<file path="src/rtl/scope_pkg.sv">
// Shared scope types: dump FSM states, channel-select codes, RAM geometry.
package scope_pkg;
  localparam int DEPTH  = 512;
  localparam int ADDR_W = $clog2(DEPTH);

  typedef enum logic [2:0] {IDLE, RD, LAT, SEND, WAIT, DONE} dump_state_e;

  localparam logic [1:0] CH1     = 2'b00;
  localparam logic [1:0] CH2     = 2'b01;
  localparam logic [1:0] CH3     = 2'b10;
  localparam logic [1:0] CH_RSVD = 2'b11;
endpackage

</file>
<file path="src/rtl/dump_addr_gen.sv">
// Read pointer and byte counter for a channel dump; last flags the final byte.
module dump_addr_gen #(
  parameter int DEPTH  = scope_pkg::DEPTH,
  parameter int ADDR_W = scope_pkg::ADDR_W
) (
  input  logic              clk,
  input  logic              rst,
  input  logic              load,
  input  logic              inc,
  input  logic [ADDR_W-1:0] base,
  output logic [ADDR_W-1:0] rd_ptr,
  output logic              last
);
  localparam logic [ADDR_W-1:0] LAST_CNT = ADDR_W'(DEPTH - 1);

  logic [ADDR_W-1:0] count;

  // Oldest sample is one past the newest; ADDR_W-bit arithmetic gives the wrap.
  always_ff @(posedge clk or posedge rst) begin
    if (rst) begin
      rd_ptr <= '0;
      count  <= '0;
    end else if (load) begin
      rd_ptr <= base + ADDR_W'(1);
      count  <= '0;
    end else if (inc) begin
      rd_ptr <= rd_ptr + ADDR_W'(1);
      count  <= count + ADDR_W'(1);
    end
  end

  assign last = (count == LAST_CNT);
endmodule

</file>
<file path="src/rtl/chan_dump.sv">
// Channel-dump engine: streams one channel RAM, oldest first, to the UART path.
module chan_dump #(
  parameter int DEPTH  = scope_pkg::DEPTH,
  parameter int ADDR_W = scope_pkg::ADDR_W
) (
  input  logic              clk,
  input  logic              rst,
  input  logic              dump_req,
  input  logic [1:0]        dump_ch,
  input  logic              capture_done,
  input  logic [ADDR_W-1:0] trace_end,
  input  logic [7:0]        ch1_rdata,
  input  logic [7:0]        ch2_rdata,
  input  logic [7:0]        ch3_rdata,
  output logic              en,
  output logic [ADDR_W-1:0] addr,
  output logic [7:0]        resp_data,
  output logic              send_resp,
  input  logic              resp_sent,
  output logic              dump_busy,
  output logic              dump_done,
  output logic              dump_err
);
  import scope_pkg::*;

  dump_state_e state;
  logic [1:0]  ch_sel;
  logic        accept, inc, last;
  logic [7:0]  rdata_sel;

  assign accept = (state == IDLE) && dump_req && capture_done && (dump_ch != CH_RSVD);
  assign inc    = (state == WAIT) && resp_sent && !last;

  dump_addr_gen #(.DEPTH(DEPTH), .ADDR_W(ADDR_W)) u_addr_gen (
    .clk    (clk),
    .rst    (rst),
    .load   (accept),
    .inc    (inc),
    .base   (trace_end),
    .rd_ptr (addr),
    .last   (last)
  );

  always_comb begin
    rdata_sel = ch1_rdata;
    case (ch_sel)
      CH2:     rdata_sel = ch2_rdata;
      CH3:     rdata_sel = ch3_rdata;
      default: rdata_sel = ch1_rdata;
    endcase
  end

  // en is raised on the edge that enters RD so it is high only during RD.
  always_ff @(posedge clk or posedge rst) begin
    if (rst) begin
      state     <= IDLE;
      ch_sel    <= CH1;
      en        <= 1'b0;
      resp_data <= '0;
      send_resp <= 1'b0;
      dump_busy <= 1'b0;
      dump_done <= 1'b0;
      dump_err  <= 1'b0;
    end else begin
      en        <= 1'b0;
      send_resp <= 1'b0;
      dump_done <= 1'b0;
      dump_err  <= 1'b0;
      case (state)
        IDLE: if (dump_req) begin
          if (accept) begin
            ch_sel    <= dump_ch;
            dump_busy <= 1'b1;
            en        <= 1'b1;
            state     <= RD;
          end else begin
            dump_err  <= 1'b1;
          end
        end
        RD:   state <= LAT;
        LAT:  state <= SEND;
        SEND: begin
          resp_data <= rdata_sel;
          send_resp <= 1'b1;
          state     <= WAIT;
        end
        WAIT: if (resp_sent) begin
          if (last) begin
            dump_done <= 1'b1;
            state     <= DONE;
          end else begin
            en        <= 1'b1;
            state     <= RD;
          end
        end
        DONE: begin
          dump_busy <= 1'b0;
          state     <= IDLE;
        end
        default: state <= IDLE;
      endcase
    end
  end
endmodule

</file>
<file path="config.mk">
export PLATFORM = sky130hd
export DESIGN_NAME = chan_dump
export DESIGN_NICKNAME = d
export VERILOG_FILES = /design/src/rtl/scope_pkg.sv /design/src/rtl/dump_addr_gen.sv /design/src/rtl/chan_dump.sv
export SDC_FILE = /design/constraint.sdc
export NUM_CORES = 1
export LEC_CHECK = 0
export ABC_AREA = 1
export BUFFER_PORTS_ARGS = -buffer_cell sky130_fd_sc_hd__buf_4
export CORE_MARGIN = 2
export CORE_UTILIZATION = 45
export CTS_BUF_LIST = sky130_fd_sc_hd__clkbuf_16
export CTS_CLUSTER_DIAMETER = 150
export CTS_CLUSTER_SIZE = 14
export DETAILED_ROUTE_END_ITERATION = 12
export GPL_TIMING_DRIVEN = 0
export PLACE_DENSITY = 0.78
export SYNTH_ARGS = -nofsm -noshare
export SYNTH_HDL_FRONTEND = slang
export SYNTH_SLANG_ARGS = --single-unit
</file>
<file path="constraint.sdc">
create_clock -name clk -period 2.2 [get_ports clk]
set_clock_uncertainty 0.15 [all_clocks]
set_input_delay 0.44 -clock clk [delete_from_list [all_inputs] [get_ports clk]]
set_output_delay 0.44 -clock clk [all_outputs]
set_load 0.1 [all_outputs]
</file>
==> metrics.md, run 1 <==
| Metric | Value |
|---|---|
| Sum Neg Setup Slack | 0 ns |
| Routed Antenna Nets | 0 |
| GPL Wtd Cong | 0.8414 |
| Yosys top cell area share | 46.01% |
| Final setup fails | 0 |
| Commonest non-fill, non-tap cell in the layout | nand2_1 |
| Seq/Total Area, Yosys | 46.01% |
| Largest net degree at the start of global routing | 37 |
| Max Root-Sink Buffers | 2 |
| Status | finished, final reports clean |
| Final Max Slew Viols | 0 |
| Residual DRC | 0 |
| Power Dens Cells | 1667 nW/um2 |
| Critical Path Start Type | flip-flop |
| Syn_nets | 285 |
| Critical Path Most Common Cell | nand2_1 |
| Crit-path max FO | 6 |
| Worst Path Buf+Inv | 0 |
| Dominant cell type by area after synthesis | dfrtp_1 |
| Vias | 1826 |
| Initial antenna violation count | 0 |
| CP Data Required Time | 2.21 ns |
| Setup WS post-layout | 0.07942 ns |
| Synth Area in Compound Gates | 13.87% |
| YS warnings | 0 |
| Worst-margin pin slew | 0.7404 ns |
| Number of synthesized flops with an enable pin | 0 |
| CP Class | flip-flop to flip-flop |
| Synth Area in Simple Gates | 29.20% |
| ANT cells | 0 |
| Hold slack | 0.1476 ns |
| Area occupied by multi-input gates | 962.2 um2 |
| Via density | 5.058 |
| Grt ovf | 0 |
| First-pass GRT wire length | 8059 um |
| # hold bufs at CTS | 0 |
| Fillers | 359 |
| Vias in the first global route | 1793 |
| Dpl cells | 351 |
| Final period util | 96.39% |
| Largest family of logic cells by synthesized area | simple AND/OR/NAND/NOR gates |
| Critical-path cell list | ha_1, nand2_1, nor3b_2, ha_2, nor2_4, nand2_2, nand2_2, nand2_1, nor2_2, nand2_1, o21ai_0, a21oi_1 |
| WL per Instance | 13.02 um |
| FF+latch area | 902.1 um2 |
| Rel. slew slack | 50.57% |
| Mapped Area | 1958 um2 |
| Mapped Avg Cell Area | 8.159 um2 |
| Ports | 62 |
| Starting density of the core | 47.92% |
| Max-cap violations | 0 |
| HPWL Detailed | 3418 um |
| Area grow syn2layout | 36.49% |
| Asr flop ratio synth | 100.0% |
| Ys flop type | dfrtp_1 |
| Number of H-tree levels | 2 |
| Leakage Power | 1.334 nW |
| Crit path time final | 2.121 ns |
| Largest cells by area after synthesis | dfrtp_1 46%, nand2_1 13%, nor2_1 5.0% |
| Layout net count | 355 |
| Crit path max-delay cell type | dfrtp_1 |
| Core area | 4086 um2 |
| Layout cells sized above 1 | 34.08% |
| Final core occ | 65.40% |
| Fmax | 471.6 MHz |
| Die area | 4895 um2 |
| Register bit total from synthesis | 36 |
| Dpl ws | -0.04549 ns |
| Clock sinks | 36 |
| Wirelength, routed | 4699 um |
| Final Non-Filler Cells | 361 |
| Clk slew on worst S/H paths | 0.05 ns |
| Clock latency on the worst-skew pair | 0.28 ns |
| Mux cell area share after synthesis | 0% |
| Distinct cell type count after synthesis | 29 |
| CTS tree | built |
| I/O Buffers | 61 |
| Chip Height | 69.97 um |
| CTS buffer count | 5 |
| Synth Area in Adders | 3.195% |
| Crit path max-delay family | simple AND/OR/NAND/NOR gates |
| Post-Synth XOR/XNOR Area | 1.342% |
| Final Hold Fails | 0 |
| Die Wd | 69.97 um |
| DR iter-0 viols | 138 |
| Element type at the critical path end | flip-flop |
| RSZ-0062 raised after global routing | true |
| CP max stage delay | 0.42 ns |
| Cell count after synthesis | 240 |
| Hold WC Path Type | input port to async pin |
| VDD IR-drop max | 933.2 uV |
| Most frequent cells in the layout | 68 x nand2_1, 64 x buf_4, 35 x dfrtp_1, 24 x nor2_1, 18 x inv_1 |
| Arr. time, crit path | 2.13 ns |
| Root Buffer | clkbuf_16 |
| Initial DRT Pass Iterations | 4 |
| # rows | 23 |
| GRT Total Usage | 20.20% |
-- Yosys cell counts (2+ instances only) --
cell type / count
o21ai_0: 14
xnor2_1: 2
nand2_2: 9
o31ai_1: 9
nor2_4: 4
nor3_1: 3
buf_2: 4
a32o_1: 2
a21oi_1: 4
buf_1: 3
nor2_2: 3
ha_1: 5
nand2_1: 70
dfrtp_1: 36
inv_1: 20
nand3_1: 7
a221oi_1: 8
nor2_1: 26
-- kinds of logic after synthesis --
logic type	after synthesis
DFF	36
adders and majority gates	5
xor gates and xnor gates	3
AOI/OAI and AO/OA	40
and+or+nand+nor	126
buffers and inverters	30
-- final timing paths --
check | start | end | slack (ns) | cells past startpoint
max in group asynchronous | rst | state[1] | 1.23 | 2
max reg2reg | u_addr_gen.count[0] | u_addr_gen.count[7] | 0.08 | 12
min | rst | u_addr_gen.rd_ptr[6] | 0.15 | 2
max | u_addr_gen.count[0] | u_addr_gen.count[7] | 0.08 | 12
min reg2reg | resp_data[2] | resp_data[2] | 0.34 | 2
min in group clk | dump_ch[1] | ch_sel[1] | 0.23 | 3
-- power breakdown --
group | total (mW) | switching [mW] | internal [mW]
logic | 2.71 | 2.04 | 0.675
clock network | 0.662 | 0.251 | 0.410
registers | 1.08 | 0.172 | 0.910
-- what timing repair did --
action,4_1_cts,5_1_grt
setup endpoints to repair,11,14
pin swaps,0,2
resized for setup,3,12
setup buffers,0,2
-- worst register-to-register path: stages (launching register included) --
cell and delay (ns):
dfrtp_1 0.42, ha_1 0.23, nand2_1 0.12, nor3b_2 0.06, ha_2 0.20, nor2_4 0.14
nand2_2 0.11, nand2_2 0.12, nand2_1 0.06, nor2_2 0.11, nand2_1 0.08, o21ai_0 0.15
a21oi_1 0.05
-- per-layer routing --
metal | global-route usage [%] | wire, um | up-vias | part of all wire (%)
li1 | - | - | 934 | -
met1 | 26.70 | 2088 | 850 | 44
met2 | 33.76 | 2361 | 36 | 50
met3 | 4.329 | 192 | 6 | 4.1
met4 | 5.128 | 57 | 0 | 1.2
met5 | 0 | 0 | - | 0
-- through the flow --
step	area (um2)	total power [mW]
final	2673	4.455
after global placement	2479	3.722
after detailed placement	2479	3.757
after floorplan	1958	3.173
after CTS	2625	4.445
after global routing	2673	4.738
-- registers in the layout, indices dropped and copies added (netlist names) --
name	cells
u_addr_gen.count	9
u_addr_gen.rd_ptr	9
resp_data	8
state	3
ch_sel	2
dump_busy	1
dump_done	1
dump_err	1
en	1
send_resp	1
-- layout make-up --
type	count	share of cell area (%)
Sequential cell	36	33.75
Clock buffer	5	4.682
Timing Repair Buffer	63	17.70
Tap cell	50	2.341
Clock inverter	3	0.5150
Multi-Input combinational cell	174	36.00
Inverter	22	3.090
Buffer	8	1.919
(Power assumes the default switching activity.)
==> run 2, diff against run 1 <==
--- a/config.mk
+++ b/config.mk
@@ -14,7 +14,8 @@
 export CTS_CLUSTER_SIZE = 14
 export DETAILED_ROUTE_END_ITERATION = 12
 export GPL_TIMING_DRIVEN = 0
-export PLACE_DENSITY = 0.78
+export PLACE_DENSITY = 0.77
 export SYNTH_ARGS = -nofsm -noshare
 export SYNTH_HDL_FRONTEND = slang
+export SYNTH_HIERARCHICAL = 1
 export SYNTH_SLANG_ARGS = --single-unit
==> metrics.md, run 2 <==
| Metric | Value |
|---|---|
| I/O Buffers | 61 (unchanged) |
| Worst Path Buf+Inv | 3 (+3) |
| Mux cell area share after synthesis | 0% (unchanged) |
| Mapped Area | 2153 um2 (+10%) |
| Power Dens Cells | 1545 nW/um2 (-7.3%) |
| Core area | 4661 um2 (+14%) |
| CP Class | flip-flop to flip-flop |
| Hold WC Path Type | input port to async pin |
| Largest cells by area after synthesis | dfrtp_1 42%, nand2_1 16%, nand3_1 5.3% |
| Seq pwr share | 23.0% (-1.3 points) |
| Post-synth top cells | 91 x nand2_1, 36 x dfrtp_1, 23 x nand3_1 |
| Ys flop type | dfrtp_1 |
| Area grow syn2layout | 44.80% |
| Cell count after synthesis | 272 (+13%) |
| Fmax | 456.8 MHz (-3.1%) |
| Clk slew on worst S/H paths | 0.06 ns (about the same) |
| CP Data Required Time | 2.27 ns (+0.06 ns) |
| Layout cells sized above 1 | 43.77% (+9.7 points) |
| Dominant cell type by area after synthesis | dfrtp_1 |
| P_sw | 2.629 mW (+6.9%) |
| ANT cells | 0 (unchanged) |
| Largest net degree at the start of global routing | 19 (-49%) |
| First-pass GRT wire length | 9259 um (+15%) |
| Status | finished, final reports clean |
| Rel. slew slack | 50.06% (-0.51 points) |
| Syn_nets | 317 (+11%) |
| Synth Area in Compound Gates | 7.728% (-6.1 points) |
| Largest regs | u_addr_gen/count: 9 flops, u_addr_gen/rd_ptr: 9 flops, resp_data: 8 flops |
| RSZ-0062 raised after global routing | true |
| Vias | 2126 (+16%) |
| Post-Synth XOR/XNOR Area | 0.4067% (-0.94 points) |
| Initial DRT Pass Iterations | 4 (unchanged) |
| GRT Total Usage | 22.62% (+2.4 points) |
| Most frequent cells in the layout | 88 x nand2_1, 81 x buf_4, 35 x dfrtp_1, 19 x inv_1, 18 x nand3_1 |
| DR iter-0 viols | 86 (-38%) |
| Power, Total | 4.818 mW (+8.2%) |
| Die Wd | 73.18 um (+4.6%) |
| Root Buffer | clkbuf_16 |
| Vias in the first global route | 2042 (+14%) |
| Critical Path Most Common Cell | nand2_1 |
| Chip Height | 73.18 um (+4.6%) |
| Critical-path cell list | ha_2, nand2_4, nor2_4, nand2_2, nor4_4, ha_2, inv_2, nand3_2, inv_2, nor2_4, buf_4, nor3_2, nand2_1, nand2_1, nand2_1, nor2_1 |
| Final setup fails | 0 (unchanged) |
| GPL Wtd Cong | 0.8036 (-4.5%) |
| Distinct cell type count after synthesis | 31 (+6.9%) |
| Part of the power in the clock network | 16.8% (+1.9 points) |
| Final Max Slew Viols | 0 (unchanged) |
| Sw frac | 54.56% (-0.65 points) |
| Largest family of logic cells by synthesized area | simple AND/OR/NAND/NOR gates |
| # hold bufs at CTS | 0 (unchanged) |
| Synth Area in Simple Gates | 39.11% (+9.9 points) |
| Leakage Power | 1.616 nW (+21%) |
| Layout net count | 405 (+14%) |
| Top-count cell post-synth | nand2_1 |
| Gate power share | 60.2% (-0.6 points) |
| Final period util | 99.51% (+3.1 points) |
| Commonest non-fill, non-tap cell in the layout | nand2_1 |
| HPWL Detailed | 3623 um (+6.0%) |
| Seq/Total Area, Yosys | 41.84% (-4.2 points) |
| Final Hold Fails | 0 (unchanged) |
| Final Non-Filler Cells | 415 (+15%) |
| CTS tree | built |
| Dpl cells | 387 (+10%) |
| Worst-margin pin slew | 0.7483 ns (+0.007883 ns) |
| Initial antenna violation count | 0 (unchanged) |
| Number of synthesized flops with an enable pin | 0 (unchanged) |
| Synth Area in Adders | 2.905% (-0.29 points) |
| Register bit total from synthesis | 36 (unchanged) |
| Crit path max-delay family | simple AND/OR/NAND/NOR gates |
| Mapped Avg Cell Area | 7.917 um2 (-3.0%) |
| Number of H-tree levels | 2 (unchanged) |
| Max-cap violations | 0 (unchanged) |
| Yosys top cell area share | 41.84% (-4.2 points) |
| Arr. time, crit path | 2.26 ns (+0.13 ns) |
| Sum Neg Setup Slack | 0 ns (unchanged) |
| Crit. Startpoint | u_addr_gen/count[0] |
| Internal power | 2.189 mW (+9.7%) |
| CTS buffer count | 5 (unchanged) |
| Via density | 5.123 (+1.3%) |
| Clock latency on the worst-skew pair | 0.28 ns (about the same) |
| Starting density of the core | 46.20% (-1.7 points) |
| Crit path max-delay cell type | dfrtp_1 |
| R2r startpoint | u_addr_gen/count[0] |
| YS warnings | 6 (+6) |
| Fillers | 375 (+4.5%) |
| VDD IR-drop max | 850.1 uV (-8.9%) |
| Residual DRC | 0 (unchanged) |
| Critical Path Start Type | flip-flop |
| # rows | 25 (+8.7%) |
| Routed Antenna Nets | 0 (unchanged) |
| Max Root-Sink Buffers | 2 (unchanged) |
| Crit path time final | 2.189 ns (+0.06863 ns) |
| Grt ovf | 0 (unchanged) |
| Ports | 62 (unchanged) |
| Die area | 5355 um2 (+9.4%) |
| Wirelength, routed | 5652 um (+20%) |
| WL per Instance | 13.62 um (+4.6%) |
| Asr flop ratio synth | 100.0% (unchanged) |
| Crit-path max FO | 4 (-2) |
| CP max stage delay | 0.40 ns (-0.02 ns) |
| Clock sinks | 36 (unchanged) |
| Element type at the critical path end | flip-flop |
run 2: kinds of logic (layout without fill, tap and decap cells):
family | Yosys count | count (layout)
compound gates | 27 | 27
xor+xnor | 1 | 1
fa+ha+maj | 5 | 5
buf+inv | 37 | 126
flops | 36 | 36
simple gates | 166 | 166
run 2: through the flow:
| step | hold WS (ns) | setup WS, ns | cell area (um2) | utilization, % |
|---|---|---|---|---|
| 2_1_floorplan | 0.2286 | 0.01833 | 2163 | - |
| 3_3_place_gp | 0.3020 | -0.3096 | 2689 | 57.69 |
| 3_5_place_dp | 0.3167 | -0.3483 | 2689 | 57.69 |
| 4_1_cts | 0.1351 | -0.1204 | 3022 | 64.83 |
| 5_1_grt | 0.1848 | -0.1334 | 3118 | 66.90 |
| 6_report | 0.1179 | 0.01079 | 3118 | 66.90 |
run 2: layout make-up:
class	count	area (um2)	area share, %
buffer	7	57.56	1.846
clock buffer	5	125.1	4.013
timing repair buffer	82	623.1	19.98
sequential	36	902.1	28.93
clock inverter	3	42.54	1.364
inverter	29	116.4	3.732
multi-input combinational	199	1184	37.96
tap	54	67.56	2.167
run 2: metal layers:
layer	part of all wire (%)	GRT usage [%]	vias up
met2	53	40.64	63
met3	6.7	5.387	9
met4	1.5	8.025	0
met5	0	0	-
li1	-	-	1050
met1	39	25.99	1004
run 2: worst reg2reg max path: stages, from the launching register on:
cell,delay (ns)
dfrtp_1,0.40
ha_2,0.22
nand2_4,0.08
nor2_4,0.04
nand2_2,0.08
nor4_4,0.04
ha_2,0.18
inv_2,0.06
nand3_2,0.08
inv_2,0.09
nor2_4,0.05
buf_4,0.13
nor3_2,0.23
nand2_1,0.11
nand2_1,0.07
nand2_1,0.05
nor2_1,0.07
run 2: timing repair:
item / in CTS / in global routing
gates resized for setup: 12 / 22
endpoints found under the setup margin: 17 / 18
cloned: 1 / 0
setup buffers: 18 / 5
pin swaps: 12 / 13
run 2: final timing paths:
kind,slack (ns),endpoint,cells past startpoint
setup / recovery,0.01,u_addr_gen/count[5],16
hold / removal,0.12,resp_data[6],2
setup reg to reg,0.01,u_addr_gen/count[5],16
hold reg to reg,0.33,u_addr_gen/count[6],1
max in group asynchronous,1.28,u_addr_gen/rd_ptr[0],2
min in group clk,0.22,ch_sel[1],3
run 2: power by group through the flow:
stage | Clock [mW] | Combinational (mW) | Sequential (mW)
global placement | 0 | 2.73 | 1.10
finish | 0.809 | 2.90 | 1.11
global route | 0.855 | 3.11 | 1.14
detailed placement | 0 | 2.76 | 1.11
CTS | 0.825 | 2.81 | 1.11
floorplan | 0 | 0.995 | 2.30
==> run 3, diff against run 2 <==
--- a/config.mk
+++ b/config.mk
@@ -7,7 +7,7 @@
 export LEC_CHECK = 0
 export ABC_AREA = 1
 export BUFFER_PORTS_ARGS = -buffer_cell sky130_fd_sc_hd__buf_4
-export CORE_MARGIN = 2
+export CORE_ASPECT_RATIO = 1.2
 export CORE_UTILIZATION = 45
 export CTS_BUF_LIST = sky130_fd_sc_hd__clkbuf_16
 export CTS_CLUSTER_DIAMETER = 150
==> metrics.md, run 3 (synthesis results as in run 2) <==
| Metric | Value |
|---|---|
| Layout net count | 403 (-0.49%) |
| Core area | 4594 um2 (-1.4%) |
| GPL Wtd Cong | 0.8217 (+2.3%) |
| Power Dens Cells | 1558 nW/um2 (+0.81%) |
| R2r startpoint | u_addr_gen/count[1] |
| Area grow syn2layout | 42.77% |
| Commonest non-fill, non-tap cell in the layout | nand2_1 |
| Initial antenna violation count | 0 (unchanged) |
| Chip Height | 77.78 um (+6.3%) |
| I/O Buffers | 61 (unchanged) |
| Final Hold Fails | 0 (unchanged) |
| Max Root-Sink Buffers | 2 (unchanged) |
| Fmax | 474.2 MHz (+3.8%) |
| Vias | 2093 (-1.6%) |
| Initial DRT Pass Iterations | 4 (unchanged) |
| GRT Total Usage | 22.61% (about the same) |
| ANT cells | 0 (unchanged) |
| DR iter-0 viols | 74 (-14%) |
| Vias in the first global route | 2046 (+0.20%) |
| Reg2reg setup slack | 0.09 ns (+0.08 ns) |
| Element type at the critical path end | flip-flop |
| Rel. slew slack | 50.48% (+0.42 points) |
| Leakage Power | 1.620 nW (+0.27%) |
| Routed Antenna Nets | 0 (unchanged) |
| Internal power | 2.205 mW (+0.70%) |
| Worst-margin pin slew | 0.7420 ns (-0.006268 ns) |
| HPWL Detailed | 3685 um (+1.7%) |
| Final period util | 95.85% (-3.7 points) |
| CP Class | flip-flop to flip-flop |
| Starting density of the core | 46.87% (+0.67 points) |
| Final Non-Filler Cells | 417 (+0.48%) |
| P_sw | 2.585 mW (-1.7%) |
| Die Wd | 65.15 um (-11%) |
| Clock sinks | 36 (unchanged) |
| Ports | 62 (unchanged) |
| Sw frac | 53.97% (-0.59 points) |
| WL per Instance | 12.61 um (-7.4%) |
| Worst Path Buf+Inv | 3 (unchanged) |
| Part of the power in the clock network | 16.5% (-0.3 points) |
| Dpl cells | 391 (+1.0%) |
| VDD IR-drop max | 1160 uV (+36%) |
| Sum Neg Setup Slack | 0 ns (unchanged) |
| Die area | 5067 um2 (-5.4%) |
| First-pass GRT wire length | 8983 um (-3.0%) |
| Max-cap violations | 0 (unchanged) |
| Hold WC Path Type | input port to async pin |
| Layout cells sized above 1 | 40.67% (-3.1 points) |
| Gate power share | 60.4% (+0.2 points) |
| Hold slack | 0.1234 ns (+0.005505 ns) |
| Root Buffer | clkbuf_16 |
| R2r endpoint | u_addr_gen/count[6] |
| Most frequent cells in the layout | 89 x nand2_1, 79 x buf_4, 34 x dfrtp_1, 21 x inv_1, 21 x nand3_1 |
| Seq pwr share | 23.1% (about the same) |
| Via density | 5.019 (-2.0%) |
| Final core occ | 66.91% (about the same) |
| Final setup fails | 0 (unchanged) |
| CP max stage delay | 0.39 ns (about the same) |
| CTS buffer count | 5 (unchanged) |
| CTS tree | built |
| Arr. time, crit path | 2.12 ns (-0.14 ns) |
| Clk slew on worst S/H paths | 0.05 ns (about the same) |
| Clock latency on the worst-skew pair | 0.28 ns (about the same) |
| Final Max Slew Viols | 0 (unchanged) |
| # rows | 27 (+8.0%) |
| RSZ-0062 raised after global routing | true |
| Reg2Reg Depth | 15 (-1) |
| Crit path time final | 2.109 ns (-0.08044 ns) |
| CP Data Required Time | 2.21 ns (-0.06 ns) |
| Largest regs | u_addr_gen/count: 9 flops, u_addr_gen/rd_ptr: 9 flops, resp_data: 8 flops |
| Number of H-tree levels | 2 (unchanged) |
| Critical Path Start Type | flip-flop |
| Critical-path cell list | ha_4, nand2_4, nor2_4, nand2_2, nor4_4, ha_2, inv_2, nand3_2, inv_2, nor2_4, inv_2, nand3_2, nor2_1, o21ai_1, a21oi_1 |
| Residual DRC | 0 (unchanged) |
| Crit path max-delay cell type | dfrtp_1 |
| Critical Path Most Common Cell | inv_2 |
| Grt ovf | 0 (unchanged) |
| Largest net degree at the start of global routing | 19 (unchanged) |
| Crit-path max FO | 5 (+1) |
| Crit path max-delay family | simple AND/OR/NAND/NOR gates |
| Status | finished, final reports clean |
| Wirelength, routed | 5260 um (-6.9%) |
run 3: layout make-up:
type	instances	area [um2]
Fill cell	393	1520
Multi-Input combinational cell	199	1154
Sequential cell	36	903.4
Timing Repair Buffer	80	600.6
Clock buffer	5	125.1
Inverter	29	116.4
Tap cell	58	72.57
Buffer	7	63.81
Clock inverter	3	38.79
run 3: worst register-to-register path, delay by kind of cell, from the launching register on:
kind / cells / cell delay (ns)
compound gates: 2 / 0.17
fa+ha+maj: 2 / 0.39
buf+inv: 3 / 0.18
flops: 1 / 0.39
simple gates: 8 / 0.71
run 3: power groups by stage:
stage          registers, mW  clock network (mW)  logic [mW]
2_1_floorplan           2.30                   0       0.995
3_3_place_gp            1.10                   0        2.73
3_5_place_dp            1.10                   0        2.77
4_1_cts                 1.09               0.798        2.84
5_1_grt                 1.13               0.842        3.11
6_report                1.10               0.790        2.89
run 3: repair_timing:
action,in CTS,in global routing
hold buffers,0,0
pin swaps,10,9
gates resized for setup,10,12
setup buffers,11,7
setup endpoints to repair,18,18
cloned,1,0
run 3: how the worst max path moves through the flow:
stage	endpoint	cells past startpoint	start
6_report	u_addr_gen/count[6]	15	u_addr_gen/count[1]
5_1_grt	u_addr_gen/count[6]	15	u_addr_gen/count[0]
4_1_cts	u_addr_gen/count[4]	14	u_addr_gen/count[1]
3_5_place_dp	u_addr_gen/count[4]	15	u_addr_gen/count[0]
3_3_place_gp	u_addr_gen/count[4]	15	u_addr_gen/count[0]
2_1_floorplan	u_addr_gen/count[4]	15	u_addr_gen/count[0]
run 3: per-stage QoR:
| step | instance area (um2) | setup WS, ns | power [mW] |
|---|---|---|---|
| finish | 3074 | 0.09124 | 4.789 |
| global route | 3074 | -0.03612 | 5.087 |
| CTS | 2970 | -0.006474 | 4.727 |
| detailed placement | 2694 | -0.3271 | 3.872 |
| global placement | 2694 | -0.3042 | 3.829 |
| floorplan | 2163 | 0.01833 | 3.290 |
run 3: per-layer routing:
layer / GRT usage, % / up-vias / wire length (um)
li1: - / 1034 / -
met1: 24.55 / 992 / 2049
met2: 43.85 / 62 / 2821
met3: 4.559 / 5 / 344
met4: 4.783 / 0 / 44
met5: 0 / - / 0
